===== config.mk =====
export PLATFORM = sky130hd
export DESIGN_NAME = reg_file_param
export DESIGN_NICKNAME = d
export VERILOG_FILES = /design/src/rtl/reg_file_param.sv
export SDC_FILE = /design/constraint.sdc
export NUM_CORES = 2
export LEC_CHECK = 0
export BUFFER_PORTS_ARGS = -buffer_cell sky130_fd_sc_hd__buf_4
export CORE_UTILIZATION = 51
export CTS_CLUSTER_SIZE = 12
export DETAILED_ROUTE_END_ITERATION = 10
export GPL_TIMING_DRIVEN = 1
export PLACE_DENSITY = 0.73
export SETUP_SLACK_MARGIN = 0.05
export SYNTH_ARGS = -nofsm -noshare
export SYNTH_HDL_FRONTEND = slang
export SYNTH_SLANG_ARGS = --single-unit

===== constraint.sdc =====
create_clock -name CLK -period 47.4 [get_ports CLK]
set_input_delay 9.48 -clock CLK [delete_from_list [all_inputs] [get_ports CLK]]
set_output_delay 9.48 -clock CLK [all_outputs]
set_load 0.05 [all_outputs]

===== src/rtl/reg_file_param.sv =====
// Parameterised register file with two combinational read ports and a sequential clear engine.
// Optional write-to-read forwarding is enabled by defining REG_FILE_BYPASS_EN.
module reg_file_param #(
   parameter int DATA_WIDTH = 32,
   parameter int ADDR_WIDTH = 5,
   parameter int ZERO_REG   = 1
) (
   input  logic                  CLK,
   input  logic                  RESET,
   input  logic [DATA_WIDTH-1:0] IN,
   input  logic [ADDR_WIDTH-1:0] INADDRESS,
   input  logic                  WRITEENABLE,
   input  logic [ADDR_WIDTH-1:0] OUT1ADDRESS,
   input  logic [ADDR_WIDTH-1:0] OUT2ADDRESS,
   input  logic                  CLEAR,
   output logic [DATA_WIDTH-1:0] OUT1,
   output logic [DATA_WIDTH-1:0] OUT2,
   output logic                  BUSY
);

   localparam int DEPTH = 2 ** ADDR_WIDTH;
   localparam logic [ADDR_WIDTH-1:0] LAST_INDEX = ADDR_WIDTH'(DEPTH - 1);

   localparam logic [0:0] IDLE     = 1'b0;
   localparam logic [0:0] CLEARING = 1'b1;

   logic [DATA_WIDTH-1:0] regs [DEPTH];
   logic [0:0]            state;
   logic [ADDR_WIDTH-1:0] clearCount;
   logic                  writeHit;

   // A write lands only from IDLE with no clear request and never on the hard-wired zero entry.
   always_comb begin
      writeHit = WRITEENABLE && (state == IDLE) && !CLEAR
                 && !((ZERO_REG != 0) && (INADDRESS == '0));
   end

   function automatic logic [DATA_WIDTH-1:0] readPort(input logic [ADDR_WIDTH-1:0] addr);
      logic [DATA_WIDTH-1:0] value;
      value = regs[addr];
      if (RESET || (state == CLEARING)) begin
         value = '0;
      end else if ((ZERO_REG != 0) && (addr == '0)) begin
         value = '0;
      end
`ifdef REG_FILE_BYPASS_EN
      else if (writeHit && (addr == INADDRESS)) begin
         value = IN;
      end
`endif
      return value;
   endfunction

   always_comb begin
      OUT1 = readPort(OUT1ADDRESS);
      OUT2 = readPort(OUT2ADDRESS);
      BUSY = (state == CLEARING);
   end

   // Clear engine walks the file one entry per cycle; the counter stops at the last index.
   always_ff @(posedge CLK or posedge RESET) begin
      if (RESET) begin
         for (int i = 0; i < DEPTH; i++) begin
            regs[i] <= '0;
         end
         state      <= IDLE;
         clearCount <= '0;
      end else begin
         case (state)
            IDLE: begin
               if (CLEAR) begin
                  state      <= CLEARING;
                  clearCount <= '0;
               end else if (writeHit) begin
                  regs[INADDRESS] <= IN;
               end
            end
            CLEARING: begin
               regs[clearCount] <= '0;
               if (clearCount == LAST_INDEX) begin
                  state <= IDLE;
               end else begin
                  clearCount <= clearCount + 1'b1;
               end
            end
            default: begin
               state <= IDLE;
            end
         endcase
      end
   end

endmodule


# Yosys cells after proc, flatten, opt, wreduce, memory -nomap -nowiden
# Index checks and enable logic that the tools add are counted.
[word_totals] output_inout_bits=65 inputBits=51 register_bits=1030
[op_classes] n_eq_ne=5 bitwise=7 add_sub_neg=1 mux=24 order_cmp=6 reduce_logical=13
[ops] operator="two-way mux 1024 bit" n=2
[ops] operator="case mux 1024 bit (2 select lines)" n=1
[ops] operator="AND 1024 bit" n=1
[ops] operator="bitwise mux 1024 bit" n=1
[ops] operator="NOT 1024 bit" n=1
[ops] operator="binary-select mux 32 bit (select 5 bit)" n=2
[ops] operator="demux 32 bit (select 5 bit)" n=2
[ops] operator="two-way mux 32 bit" n=10
[ops] operator="greater-or-equal comparator 6 bit (second input constant)" n=4
[ops] operator="NOT 5 -> 6 bit" n=4
[ops] operator="zero test 5 bit" n=3
[ops] operator="less-than comparator 6 x 1 -> 1 bit (second input constant)" n=2
[ops] operator="two-way mux 5 bit" n=2
[ops] operator="case mux 5 bit (2 select lines)" n=1
[ops] operator="!= test 2 bit (second input constant)" n=4
[ops] operator="adder 5 x 1 -> 5 bit (second input constant)" n=1
[ops] operator="equality test 5 bit (second input constant)" n=1
[ops] operator="logical AND 1 bit" n=5
[ops] operator="AND reduction 2 bit" n=2
[ops] operator="zero test 1 bit" n=2
[ops] operator="two-way mux 1 bit" n=2
[ops] operator="case mux 1 bit (2 select lines)" n=1
[ops] operator="logical OR 1 bit" n=1
[ops] operator="NOT 1 bit" n=1

# Longest topological paths before layout
[logic_depth] depth_word=9 depth_mapped=8

# Worst setup path after synthesis
# Ideal clock, no wire load.
[synth_path] path_kind="input -> output" start="input OUT1ADDRESS[0]" end="output OUT1[10]" required_time_ns=37.920 path_slack_ns=26.328 arrival_ns=11.592 stages=6 path_cell_list="buf_2 buf_2 buf_1 mux4_2 a21oi_1 nand4_1"
[synth_via] elab_chain_cells=6
[synth_rtl] element="from (decl)" line_no="13" source="input logic [ADDR_WIDTH-1:0] OUT1ADDRESS,"
[synth_rtl] element="NOT 5 -> 6 bit (implied by the code)" line_no="40" source="value = regs[addr];"
[synth_rtl] element="binary-select mux 32 bit (select 5 bit)" line_no="40"
[synth_rtl] element="two-way mux 32 bit (implied by the code) (2 in a row)" line_no="40"
[synth_rtl] element="two-way mux 32 bit *" line_no="43" source="end else if ((ZERO_REG != 0) && (addr == '0)) begin"
[synth_rtl] element="two-way mux 32 bit *" line_no="41" source="if (RESET || (state == CLEARING)) begin"
[synth_rtl] element="to (decl)" line_no="16" source="output logic [DATA_WIDTH-1:0] OUT1,"
# Every way passes the cells marked *; elsewhere a longest branch is shown, timed or not. The select of a mux whose other input is x is not followed.

# Worst setup path in the final report
[layout_path] start="input OUT1ADDRESS[1]" end="output OUT1[7]"
# The elaborated chain is that of the path after synthesis.

==> impl_results.md <==
- Dominant synthesized flop cell: dfrtp_1
- Ranking of synthesized cells by area: dfrtp_1 49%, a22o_1 16%, mux4_2 14%, mux2i_1 7.3%, clkbuf_1 2.8%
- Chip Height: about 320 µm
- Seq/Total Area, Yosys: 48.6%
- PD cells: roughly 37 nW/µm²
- Multi-input logic area: between 20000 and 30000 µm²
- Met2 Usage GRT: between 50% and 60%
- Maxcap violations: 0
- Fmax: between 40 and 50 MHz
- DP HPWL: around 110000 µm
- Final worst slack: 24.35 ns
- Grt ovf: 0
- Initial DRC Count: between 7000 and 8000
- Seq cells post-synth: 1030
- Critical path's slowest cell: buf_4
- Cell Chain, Critical Path: buf_8 -> buf_4 -> buf_12 -> or2_2 -> buf_4 -> o22ai_1 -> a32oi_1 -> nand4_1 -> buf_4
- Syn Nets: between 4000 and 5000
- Met1 GRT Util: about half
- Crit Path Max Fanout: slightly above 100
- Setup Fix Bufs, Post-CTS: 0
- Grt met3 use: ~16%
- TritonCTS sink count: around 1000
- Critical path class: in -> out
- Part of the power in registers: approximately 45%
- Core Area: 102000 µm²
- Ys async rst share: 100%
- Min Tclk post-route: about 23 ns
- Global route hottest layer: met2
- Antenna-violating nets left: 0
- Fin crit share: about half
- Num CTS Buffers: roughly 110
- TritonCTS clock tree: yes
- Avg Inst Size Synth: between 10 and 15 µm²
- Cts hold-fix bufs: 0
- Hold Slack: around 0.5 ns
- Worst-skew pair later-pin latency: a little over 0.7 ns
- Clock power frac: about two fifths
- Slew Limit Headroom: a little over an eighth
- Initial core utilization: between 50% and 60%
- CP endpoint kind: primary output
- Worst EP arrival: between 10 and 15 ns
- # IOs: 116
- Final Slew Violations: 0
- Net Sw Frac: 30.2%
- WL/cell: 38.9 µm
- Initial antenna violation count: 14
- Setup skew after layout: approximately 0.026 ns
- Synth unique cells: 50
- Leak: 26.4 nW
- Setup_tns: 0 ns
- Final core occ: 57.0%
- Comb power frac: between 10% and 20%
- H-tree depth: 3
- DRC: 0
- Number of port buffers: 115
- Post_cts resized: 0
- Startpoint Class: input port
- Full die area: 105000 µm²
- Most frequent cells in the layout: 1030 x dfrtp_1, 997 x a22o_1, 385 x mux2i_1
- Area grow syn2layout: 10.2%
- Ys Warns: 0
- Reg clk slew, reported paths: 0.06 ns
- # fillers: about 8000
- Detailed-route via count: ~44000
- Hold Fails Final Rpt: 0
- Crit path top cell by count: buf_4
- Mapped Cells: 4057
- Die width: around 320 µm
- Switching power: roughly 0.65 mW
- Gpl congestion: between 0.9 and 1
- Vias in the first global route: 41900
- Setup violators final: 0
- Slew @ Worst Pin: 1.29 ns
- RSZ-0062 raised after global routing: no
- Setup WS pre-CTS: 24.53 ns
- Pint: roughly 1.5 mW
- Commonest non-fill, non-tap cell in the layout: dfrtp_1
- Pre-antenna DRT Iters: 6
- FF/Latch Area: roughly 26000 µm²
- Crit path largest cell delay: between 0.8 and 0.9 ns
- Pin count of the biggest net entering global routing: 166
- Worst-case clock buffer depth: 3
- Clock Root Buffer: clkbuf_16
- Hold Crit Class: reg -> reg
- WP data required: roughly 38 ns
- Vias per Instance: 8.18
- Outcome: finished clean
- Share of post-route cells with drive strength above 1: a little over 20%
- VDD IR max: 0.0289 mV
- First-pass GRT wire length: 299000 µm
- Final wirelength: ~210000 µm
- Number of synthesized flops with an enable pin: 0
- Layout net count: 3928
- GRT Resource Usage Total: between 30% and 40%
- # rows: around 120
- Synth Cell Area: between 50000 and 60000 µm²
- Cell taking the most area after synthesis: dfrtp_1
- Synth top area share: between 40% and 50%
[power by group through the flow]
| stage | Sequential [mW] | Clock [mW] | Combinational [mW] |
|---|---|---|---|
| 2_1_floorplan | 0.958 | 0 | 0.193 |
| 3_3_place_gp | 0.966 | 0 | 0.319 |
| 6_report | 0.955 | 0.840 | 0.340 |
| 5_1_grt | 0.958 | 0.873 | 0.344 |
| 3_5_place_dp | 0.967 | 0 | 0.324 |
| 4_1_cts | 0.952 | 0.839 | 0.324 |
[area by class of cell]
| cell class | instances | area share [%] |
|---|---|---|
| Antenna cell | 10 | 0.0429 |
| Clock buffer | 146 | 5.11 |
| Clock inverter | 34 | 0.697 |
| Inverter | 7 | 0.0579 |
| Multi-Input combinational cell | 2483 | 43.8 |
| Sequential cell | 1030 | 44.2 |
| Tap cell | 1368 | 2.93 |
| Timing Repair Buffer | 243 | 3.24 |
[per-stage QoR]
stage	power [mW]	cell area, µm²	cells
finish	2.13	58400	5321
global route	2.17	58300	5313
CTS	2.12	58300	5311
detailed placement	1.29	55000	5131
global placement	1.29	55000	5131
floorplan	1.15	53000	4057
[path summary, 6_finish.rpt]
check	from	end	slack [ns]	depth (start not counted)
setup / recovery	OUT1ADDRESS[1]	OUT1[7]	24.35	9
max in group asynchronous	RESET	regs[796]	34.29	6
setup reg to reg	BUSY	regs[880]	43.85	8
hold reg to reg	regs[999]	regs[999]	0.51	1
min in group asynchronous	RESET	regs[513]	9.05	2
hold / removal	regs[999]	regs[999]	0.51	1
[per-layer routing]
| metal | part of all wire, % | up-vias |
|---|---|---|
| met2 | 41 | 4478 |
| met1 | 35 | 22000 |
| met5 | 0.049 | - |
| met3 | 16 | 1001 |
| li1 | - | 16000 |
| met4 | 7.8 | 16 |
[logic make-up (layout without fill, tap and decap cells)]
kind of cell / count (synthesis) / in the layout / share of synthesized area (%)
AO/OA/AOI/OAI: 1475 / 1475 / 22.2
XOR/XNOR: 3 / 3 / 0.0496
adder cells (fa/ha/maj): 5 / 5 / 0.118
buffers and inverters: 544 / 430 / 4.15
flip-flops: 1030 / 1030 / 48.6
multiplexers: 708 / 708 / 20.9
other: 0 / 10 / 0
AND/OR/NAND/NOR: 292 / 292 / 3.91
[cells in the mapped netlist, types with 7 or more instances]
| master | instances |
|---|---|
| a21oi_1 | 94 |
| a22o_1 | 997 |
| a31oi_1 | 31 |
| a32oi_1 | 94 |
| and2_1 | 37 |
| and3_1 | 97 |
| buf_1 | 28 |
| buf_2 | 107 |
| clkbuf_1 | 398 |
| dfrtp_1 | 1030 |
| mux2i_1 | 385 |
| mux4_2 | 318 |
| nand2b_1 | 7 |
| nand3b_1 | 9 |
| nand4_1 | 64 |
| nor3_1 | 10 |
| nor3_2 | 9 |
| nor3_4 | 9 |
| o21ai_0 | 63 |
| o22ai_1 | 191 |
| or3b_2 | 7 |
[state kept, by name, indices dropped and copies added, names as in the netlist]
register and cells:
regs 1024, clearCount 5, BUSY 1
[critical path: cells and delay by family]
family | cells | cell delay, ns
AOI/OAI and AO/OA | 2 | 0.35
buffers and inverters | 5 | 2.77
and+or+nand+nor | 2 | 0.79
Note: power is estimated with default switching activity, not from simulation.
